==> config.mk <==
export PLATFORM = sky130hd
export DESIGN_NAME = pc_unit
export DESIGN_NICKNAME = d
export VERILOG_FILES = /design/src/rtl/mips_pkg.sv /design/src/rtl/pc_ras.sv /design/src/rtl/pc_unit.sv
export SDC_FILE = /design/constraint.sdc
export NUM_CORES = 1
export LEC_CHECK = 0
export ABC_AREA = 1
export BUFFER_PORTS_ARGS = -buffer_cell sky130_fd_sc_hd__buf_2
export CAP_MARGIN = 20
export CELL_PAD_IN_SITES_DETAIL_PLACEMENT = 1
export CELL_PAD_IN_SITES_GLOBAL_PLACEMENT = 1
export CORE_MARGIN = 2
export CORE_UTILIZATION = 45
export CTS_CLUSTER_SIZE = 14
export DETAILED_ROUTE_END_ITERATION = 6
export GPL_ROUTABILITY_DRIVEN = 0
export HOLD_SLACK_MARGIN = 0.03
export PLACE_DENSITY = 0.95
export SETUP_SLACK_MARGIN = 0.1
export SYNTH_ARGS = -nofsm -noshare
export SYNTH_HDL_FRONTEND = slang
export SYNTH_SLANG_ARGS = --single-unit
==> constraint.sdc <==
create_clock -name clock -period 5.65 [get_ports clock]
set_clock_uncertainty 0.15 [all_clocks]
set_input_delay 0.8475 -clock clock [delete_from_list [all_inputs] [get_ports clock]]
set_output_delay 0.8475 -clock clock [all_outputs]
set_load 0.005 [all_outputs]
==> src/rtl/mips_pkg.sv <==
// Shared types and default vectors for the MIPS program-counter datapath.
package mips_pkg;

    typedef enum logic [2:0] {
        EXC,
        ADDR_ERR,
        ERET,
        RET,
        JR,
        J,
        BR,
        SEQ
    } pc_src_t;

    typedef enum logic {
        BOOT,
        RUN
    } pc_state_t;

    localparam logic [31:0] DEFAULT_RESET_VECTOR = 32'h0040_0000;
    localparam logic [31:0] DEFAULT_EXC_VECTOR   = 32'h8000_0180;

endpackage

==> src/rtl/pc_ras.sv <==
// Circular return-address stack: pushing when full overwrites the oldest entry.
module pc_ras #(
    parameter int unsigned WIDTH     = 32,
    parameter int unsigned RAS_DEPTH = 4
) (
    input  logic             clock,
    input  logic             reset_n,
    input  logic             push,
    input  logic             pop,
    input  logic [WIDTH-1:0] push_data,
    output logic [WIDTH-1:0] top,
    output logic             empty,
    output logic             full
);

    localparam int unsigned PW = $clog2(RAS_DEPTH);

    logic [WIDTH-1:0] mem_q [RAS_DEPTH];
    logic [WIDTH-1:0] mem_d [RAS_DEPTH];
    logic [PW-1:0]    ptr_q, ptr_d;
    logic [PW:0]      count_q, count_d;

    assign empty = (count_q == '0);
    assign full  = (count_q == (PW+1)'(RAS_DEPTH));
    // ptr_q names the next free slot, so the top lives one below it.
    assign top   = mem_q[ptr_q - PW'(1)];

    always_comb begin
        mem_d   = mem_q;
        ptr_d   = ptr_q;
        count_d = count_q;
        if (push) begin
            mem_d[ptr_q] = push_data;
            ptr_d        = ptr_q + PW'(1);
            if (!full) begin
                count_d = count_q + (PW+1)'(1);
            end
        end else if (pop && !empty) begin
            ptr_d   = ptr_q - PW'(1);
            count_d = count_q - (PW+1)'(1);
        end
    end

    always_ff @(posedge clock or negedge reset_n) begin
        if (!reset_n) begin
            for (int unsigned i = 0; i < RAS_DEPTH; i++) begin
                mem_q[i] <= '0;
            end
            ptr_q   <= '0;
            count_q <= '0;
        end else begin
            mem_q   <= mem_d;
            ptr_q   <= ptr_d;
            count_q <= count_d;
        end
    end

endmodule

==> src/rtl/pc_unit.sv <==
// Program-counter unit: fixed-priority next-PC selection, stall, EPC capture,
// misaligned-target trap and return-address stack.
module pc_unit
    import mips_pkg::*;
#(
    parameter int unsigned     WIDTH        = 32,
    parameter logic [WIDTH-1:0] RESET_VECTOR = WIDTH'(DEFAULT_RESET_VECTOR),
    parameter logic [WIDTH-1:0] EXC_VECTOR   = WIDTH'(DEFAULT_EXC_VECTOR),
    parameter int unsigned     RAS_DEPTH    = 4
) (
    input  logic             clock,
    input  logic             reset_n,
    input  logic             stall,
    input  logic             branch_taken,
    input  logic [15:0]      branch_offset,
    input  logic             jump,
    input  logic [25:0]      jump_index,
    input  logic             link,
    input  logic             jump_reg,
    input  logic             ret,
    input  logic [WIDTH-1:0] reg_target,
    input  logic             exception,
    input  logic             eret,
    output logic [WIDTH-1:0] pc,
    output logic [WIDTH-1:0] pc_plus4,
    output logic             pc_valid,
    output logic [WIDTH-1:0] epc,
    output logic             addr_error,
    output logic             ras_miss
);

    pc_state_t        state_q, state_d;
    logic [WIDTH-1:0] pc_q, pc_d;
    logic [WIDTH-1:0] epc_q, epc_d;
    logic             pc_valid_q, pc_valid_d;
    logic             addr_error_q, addr_error_d;
    logic             ras_miss_q, ras_miss_d;

    pc_src_t          src;
    logic [WIDTH-1:0] ret_target;
    logic [WIDTH-1:0] ras_top;
    logic             ras_empty;
    logic             misaligned;
    logic             update;
    logic             ras_push;
    logic             ras_pop;
    logic [WIDTH-1:0] jump_pc;
    logic [WIDTH-1:0] branch_pc;

    assign pc_plus4   = pc_q + WIDTH'(4);
    assign pc         = pc_q;
    assign epc        = epc_q;
    assign pc_valid   = pc_valid_q;
    assign addr_error = addr_error_q;
    assign ras_miss   = ras_miss_q;

    assign jump_pc   = {pc_plus4[WIDTH-1:28], jump_index, 2'b00};
    assign branch_pc = pc_plus4 + {{(WIDTH-18){branch_offset[15]}}, branch_offset, 2'b00};

    always_comb begin
        ret_target = ras_empty ? reg_target : ras_top;
        misaligned = (ret && (ret_target[1:0] != 2'b00)) ||
                     (jump_reg && (reg_target[1:0] != 2'b00));
        if (exception)         src = EXC;
        else if (misaligned)   src = ADDR_ERR;
        else if (eret)         src = ERET;
        else if (ret)          src = RET;
        else if (jump_reg)     src = JR;
        else if (jump)         src = J;
        else if (branch_taken) src = BR;
        else                   src = SEQ;
    end

    // Exception is the only request that breaks through a stall.
    assign update   = (state_q == RUN) && (!stall || exception);
    assign ras_push = update && link && ((src == J) || (src == JR));
    assign ras_pop  = update && (src == RET);

    always_comb begin
        state_d      = state_q;
        pc_d         = pc_q;
        epc_d        = epc_q;
        pc_valid_d   = pc_valid_q;
        addr_error_d = 1'b0;
        ras_miss_d   = 1'b0;
        if (state_q == BOOT) begin
            state_d    = RUN;
            pc_valid_d = 1'b1;
        end else if (update) begin
            case (src)
                EXC: begin
                    pc_d  = EXC_VECTOR;
                    epc_d = pc_q;
                end
                ADDR_ERR: begin
                    pc_d         = EXC_VECTOR;
                    epc_d        = pc_q;
                    addr_error_d = 1'b1;
                end
                ERET: pc_d = epc_q;
                RET: begin
                    pc_d       = ret_target;
                    ras_miss_d = ras_empty;
                end
                JR:      pc_d = reg_target;
                J:       pc_d = jump_pc;
                BR:      pc_d = branch_pc;
                default: pc_d = pc_plus4;
            endcase
        end
    end

    always_ff @(posedge clock or negedge reset_n) begin
        if (!reset_n) begin
            state_q      <= BOOT;
            pc_q         <= RESET_VECTOR;
            epc_q        <= '0;
            pc_valid_q   <= 1'b0;
            addr_error_q <= 1'b0;
            ras_miss_q   <= 1'b0;
        end else begin
            state_q      <= state_d;
            pc_q         <= pc_d;
            epc_q        <= epc_d;
            pc_valid_q   <= pc_valid_d;
            addr_error_q <= addr_error_d;
            ras_miss_q   <= ras_miss_d;
        end
    end

    pc_ras #(
        .WIDTH     (WIDTH),
        .RAS_DEPTH (RAS_DEPTH)
    ) u_ras (
        .clock     (clock),
        .reset_n   (reset_n),
        .push      (ras_push),
        .pop       (ras_pop),
        .push_data (pc_plus4),
        .top       (ras_top),
        .empty     (ras_empty),
        .full      ()
    );

endmodule

* After elaboration in Yosys (flattened, before gate mapping)
Index checks and enable logic that the tools add are counted.
** Operators by class
- Add/sub/neg operators :: 6
- Order comparisons :: 3
- Muxes and demuxes :: 26
- Bitwise operators :: 2
- Reduce and logical (&&, ||, !) cells :: 22
- Equal/unequal tests :: 8
** Operators by type and width (number)
- 32-bit one-hot mux with 6 select lines :: 1
- 128-bit bitwise mux :: 1
- 32-bit two-way mux :: 4
- 32-bit binary-select mux with 2-bit select :: 1
- 32-bit demux with 2-bit select :: 1
- 32-bit by 3-bit adder with 32-bit output, second input constant :: 1
- 32-bit adder :: 1
- 3-bit two-way mux :: 7
- 3-bit == test, second input constant :: 4
- 1-bit logical AND :: 8
- 2-bit two-way mux :: 4
- 1-bit two-way mux :: 7
- 3-bit by 2-bit == test with 1-bit output, second input constant :: 2
- 3-bit >= comparator, second input constant :: 2
- 3-bit logical NOT :: 2
- 2-bit NOT with 3-bit output :: 2
- 2-bit nonzero test :: 3
- 2-bit AND reduction :: 2
- 3-bit by 1-bit adder with 3-bit output, second input constant :: 1
- 3-bit by 1-bit == test with 1-bit output, second input constant :: 1
- 1-bit logical OR :: 3
- 3-bit by 1-bit < comparator with 1-bit output, second input constant :: 1
- 3-bit AND reduction :: 1
- 3-bit by 1-bit subtractor with 3-bit output, second input constant :: 1
- 5 further kinds :: 6
** Word-level totals
- Logic and storage cells :: 79
- Output and inout port bits :: 99
- Bits of input ports :: 84
- Flip-flop bits (word level) :: 201

* Logic depth before layout (Yosys ltp)
- Word-level depth :: 16
- Mapped depth :: 26
- Gate-level depth less buffers :: 26

* Hierarchy
A second synthesis with hierarchy kept.
** Second synthesis, totals
- Cells, all modules :: 2005
- Area total of the unflattened synthesis :: 13394.1 µm²
** Modules (own cells, without submodules)
- pc_unit :: times used 1, area each 7576.0 µm², cells each 1333
- pc_ras :: times used 1, area each 5818.1 µm², cells each 672

* Worst setup path before layout
Ideal clock, no wire load.
- Path kind :: register to register
- Start point :: reg pc_q[2] (netlist: pc[2])
- End point :: reg pc_q[31] (netlist: pc[31])
- Path slack :: 2.092 ns
- Clock period less this slack :: 3.558 ns
- Stages on the path, launching flop included :: 23
- Required time :: 5.383 ns
- Arrival :: 3.291 ns
- Cells stage by stage :: dfrtp_1 > ha_1 > nand2_1 > nor2_1 > nand2_1 > nor2_1 > nand3_1 > nor3_1 > nand4_1 > xor2_1 > inv_1 > ha_1 > nand2_1 > nor3_1 > nand2_1 > o21ai_0 > inv_1 > nand2_1 > nand2_1 > nand3_1 > nand4_1 > nor2_1 > nor2_1
** Between the ends
- Longest elaborated chain between the ends :: 3
** Ends and longest elaborated chain
- start, declared :: line pc_unit.sv:33 : logic [WIDTH-1:0] pc_q, pc_d;
- start signal, assigned :: line pc_unit.sv:123 : pc_q <= pc_d;
- 32-bit by 3-bit adder with 32-bit output :: line pc_unit.sv:50 : assign pc_plus4 = pc_q + WIDTH'(4);
- via pc_plus4[28] :: line pc_unit.sv:25 : output logic [WIDTH-1:0] pc_plus4,
- 32-bit adder :: line pc_unit.sv:58 : assign branch_pc = pc_plus4 + {{(WIDTH-18){branch_offset[15]}}, branch_offset, 2'b00};
- 32-bit one-hot mux with 6 select lines :: line pc_unit.sv:90 : case (src)
The timed path passes the listed nets, and every way through them passes these cells.
A chain may end at the register's enable or synchronous reset.

* Worst setup path after layout
- Start point :: reg pc_q[2] (netlist: pc[2])
- End point :: reg pc_q[20] (netlist: pc[20])
** Between the ends
- Longest elaborated chain between the ends :: 3
** Ends and longest elaborated chain (line)
- 32-bit by 3-bit adder with 32-bit output (*) :: pc_unit.sv:50
- 32-bit adder :: pc_unit.sv:58
- 32-bit one-hot mux with 6 select lines (*) :: pc_unit.sv:90
Every way passes the cells marked *; elsewhere a longest branch is shown, timed or not.

==> results_dict.tcl <==
set metrics [dict create \
    dp.final_hpwl_mm 38.4 \
    cpPeakStageDelay_ns 0.84 \
    die_area_um2 29500 \
    vias_per_cell 6.56 \
    crit_cells 22 \
    use_met2_pct 67.5 \
    synth.mux.area_fraction_pct 0.266 \
    fin_crit_ns 5.28 \
    hold_violations 0 \
    drtPass1Iterations 6 \
    startpoint_type "flop" \
    met1_usage_pct 49.4 \
    die_x_um 172 \
    grt_max_degree 124 \
    final_cell_mix "nand2_1, nor2_1, dfrtp_1" \
    leakagePower_nw 7.40 \
    setup_tns_ns 0 \
    r2r.worst_path.cells 22 \
    num_vias 15561 \
    grt_pass1_vias 16316 \
    hold_buffers 0 \
    reg2reg_to "pc[20]$_DFFE_PN0P_" \
    clockBufferDepth 3 \
    fin_nets 2104 \
    syn2layout_area_growth_pct 15.7 \
    avgRoutedWirePerCell_um 26.2 \
    rsz0062_at_grt "no" \
    ff2ff_setup_slack_ns 0.37 \
    worstPathCellList "ha_1 > nand2_1 > nor2_1 > nand2_1 > nor2_1 > nand2_1 > nor4_1 > xor2_1 > ha_1 > nand2_1 > nor2_1 > inv_1 > nor3_1 > nand2_1 > nand2_1 > nand2_1 > nand4_1 > nand3_1 > nor2_1 > nand2_1 > nand2_1 > nand2_1" \
    layout.cells.most_common "nand2_1" \
    clock.fmax_mhz 189 \
    ys_seq_area_share_pct 39.7 \
    max-vdd-ir-drop_mv 0.222 \
    antenna_found_initial 1 \
    status "finished clean" \
    r2r_start "pc[2]$_DFFE_PN0P_" \
    wl_mm 62.1 \
    grt_pass1_wl_mm 94.7 \
    synth_simple_gate_area_share_pct 29.5 \
    crit_type "reg -> reg" \
    synth_compound_area_share_pct 15.8 \
    ys_ff_latch 201 \
    path_clk_slew_ns 0.06 \
    drt_iter0_drc 2022 \
    cts_buffers 23 \
    drc 0 \
    synth-adder-area-share_pct 4.26 \
    fin_util_pct 52.8 \
    grt.overflow.total 0 \
    io_buffers 182 \
    postCtsSetupBuffers 0 \
    clk-insertion-delay-late_ns 0.53 \
    synth_xor_area_share_pct 2.83 \
    drv_slew 0 \
    cp_max_fo 9 \
    hp-class "in -> async" \
    crit_start "pc[2]$_DFFE_PN0P_" \
    cts.repair.resized 0 \
    io_pins 183 \
    cts.htree.levels 1 \
    cp.required_ns 5.90 \
    cp_data_arrival_time_ns 5.54 \
    syn-num-nets 1950 \
    cp_slowest_cell "xor2_1" \
    cts.sinks 201 \
    synth.avg_cell_area_um2 6.95 \
    final_cells 2371 \
    cts-root-buf "clkbuf_16" \
    tightest_slew_ns 1.07 \
    yosysWarnings 0 \
    ys_types 44 \
    fp-row-count 61 \
    dp_cells 2330 \
    start_util_pct 45.6 \
    worst_path_dominant_cell_family "simple AND/OR/NAND/NOR gates" \
    drv_cap 0 \
    drive_gt1_share_pct 13.9 \
    cp.buffers_inverters 1 \
    synthCells 1824 \
    crit_top_cell "nand2_1" \
    end_kind "flop" \
    synth_top_family_by_area "simple AND/OR/NAND/NOR gates" \
    core_um2 27800 \
    syn-cell-area_um2 12700 \
    final_antenna_net_count 0 \
    relSlewSlack_pct 28.6 \
    cts_tree "done" \
    critPathCapture "pc[20]$_DFFE_PN0P_" \
    n_antenna_cell 0 \
    min_period_over_period_pct 93.5 \
    finalSetupViolCount 0 \
    met3_usage_pct 11.3 \
    busiest_layer "met2" \
    dieHeight_um 172 \
    grt_use_total_pct 42.0 \
    power_density_nw_per_um2 430 \
]
[synth_stat cells (all sizes together)]
master    n  area [µm²]
a221o     1        10.0
and2      1        6.26
nand4    33         206
nor4      4        25.0
conb      1        3.75
clkinv    1        3.75
o22ai     3        18.8
nor3     26         156
inv     162         608
nand3    89         450
fa        2        40.0
a21oi    82         410
nand2   527        1990
o21bai    4        30.0
a221oi    1        8.76
dfrtp   200        5000
xor2     30         263
o21ai   253        1270
or2       2        12.5
mux2      3        33.8
o221a     1        11.3
a31oi    22         138
o211ai    9        67.6
xnor2    11        96.3
dfstp     1        26.3
ha       40         500
o21a      1        7.51
buf      35         181
clkbuf   46         173
nor2    219         827
nand3b    8        60.1
a21boi    4        30.0
a21o      1        7.51
or3       1        6.26
[layer usage]
metal	share of wire [%]	up-vias
met5	0.079	-
met4	8.3	2
met3	11	511
met2	45	1307
met1	35	7483
li1	-	6258
[worst min-delay path by stage]
stage / from / end / slack [ns] / cells after the start
after floorplan: state_q$_DFF_PN0_ / pc_valid$_DFFE_PN0N_ / 0.26 / 1
after global placement: pc_valid$_DFFE_PN0N_ / pc_valid$_DFFE_PN0N_ / 0.28 / 2
after detailed placement: pc_valid$_DFFE_PN0N_ / pc_valid$_DFFE_PN0N_ / 0.29 / 2
after CTS: u_ras.mem_q[45]$_DFFE_PN0P_ / u_ras.mem_q[45]$_DFFE_PN0P_ / 0.34 / 2
after global routing: u_ras.mem_q[45]$_DFFE_PN0P_ / u_ras.mem_q[45]$_DFFE_PN0P_ / 0.36 / 2
final: reset_n / u_ras.mem_q[32]$_DFFE_PN0P_ / 0.33 / 1
[cell families after synthesis]
family                     count (synthesis)
muxes                                      3
buffers and inverters                    244
adders and majority gates                 42
xor gates and xnor gates                  41
AOI/OAI and AO/OA                        382
and+or+nand+nor                          910
DFF                                      201
other                                      1
[sequential cells by signal, summed over array words and instances, names as in the netlist]
register and count:
epc 32, ras_miss 1, u_ras.ptr_q 2, addr_error 1, state_q 1, pc_valid 1, u_ras.count_q 3, u_ras.mem_q 128
pc 32
[cell type report]
cell class	instances	area [µm²]
tap	378	473
clock buffer	34	677
timing repair buffer	210	1150
sequential	201	5030
multi-input combinational	1379	6690
clock inverter	6	35.0
inverter	163	612
fill	3682	13100
[per-stage QoR]
stage                     total power, W  instance area [µm²]  setup WS (ns)  hold WS, ns
after floorplan                  0.00346                12700           2.09        0.259
after global placement           0.00435                13900           1.23        0.283
after detailed placement         0.00450                13900          0.989        0.293
after CTS                        0.00614                14700          0.745        0.339
after global routing             0.00652                14700          0.321        0.362
final                            0.00630                14700          0.369        0.327
[where the power goes]
part / total [W] / switching [W] / internal [W]
clock network: 0.00149 / 0.000660 / 0.000826
registers: 0.00192 / 0.000257 / 0.00166
logic: 0.00290 / 0.00206 / 0.000842
[worst reg2reg max path, cell delays in order, from the launching register on]
cell and delay [ns]:
dfrtp_1 0.56, ha_1 0.26, nand2_1 0.10, nor2_1 0.17, nand2_1 0.11, nor2_1 0.33
nand2_1 0.16, nor4_1 0.60, xor2_1 0.84, ha_1 0.31, nand2_1 0.11, nor2_1 0.15
inv_1 0.08, nor3_1 0.25, nand2_1 0.12, nand2_1 0.08, nand2_1 0.05, nand4_1 0.18
nand3_1 0.12, nor2_1 0.12, nand2_1 0.08, nand2_1 0.13, nand2_1 0.11
Note: power is estimated with default switching activity, not from simulation.
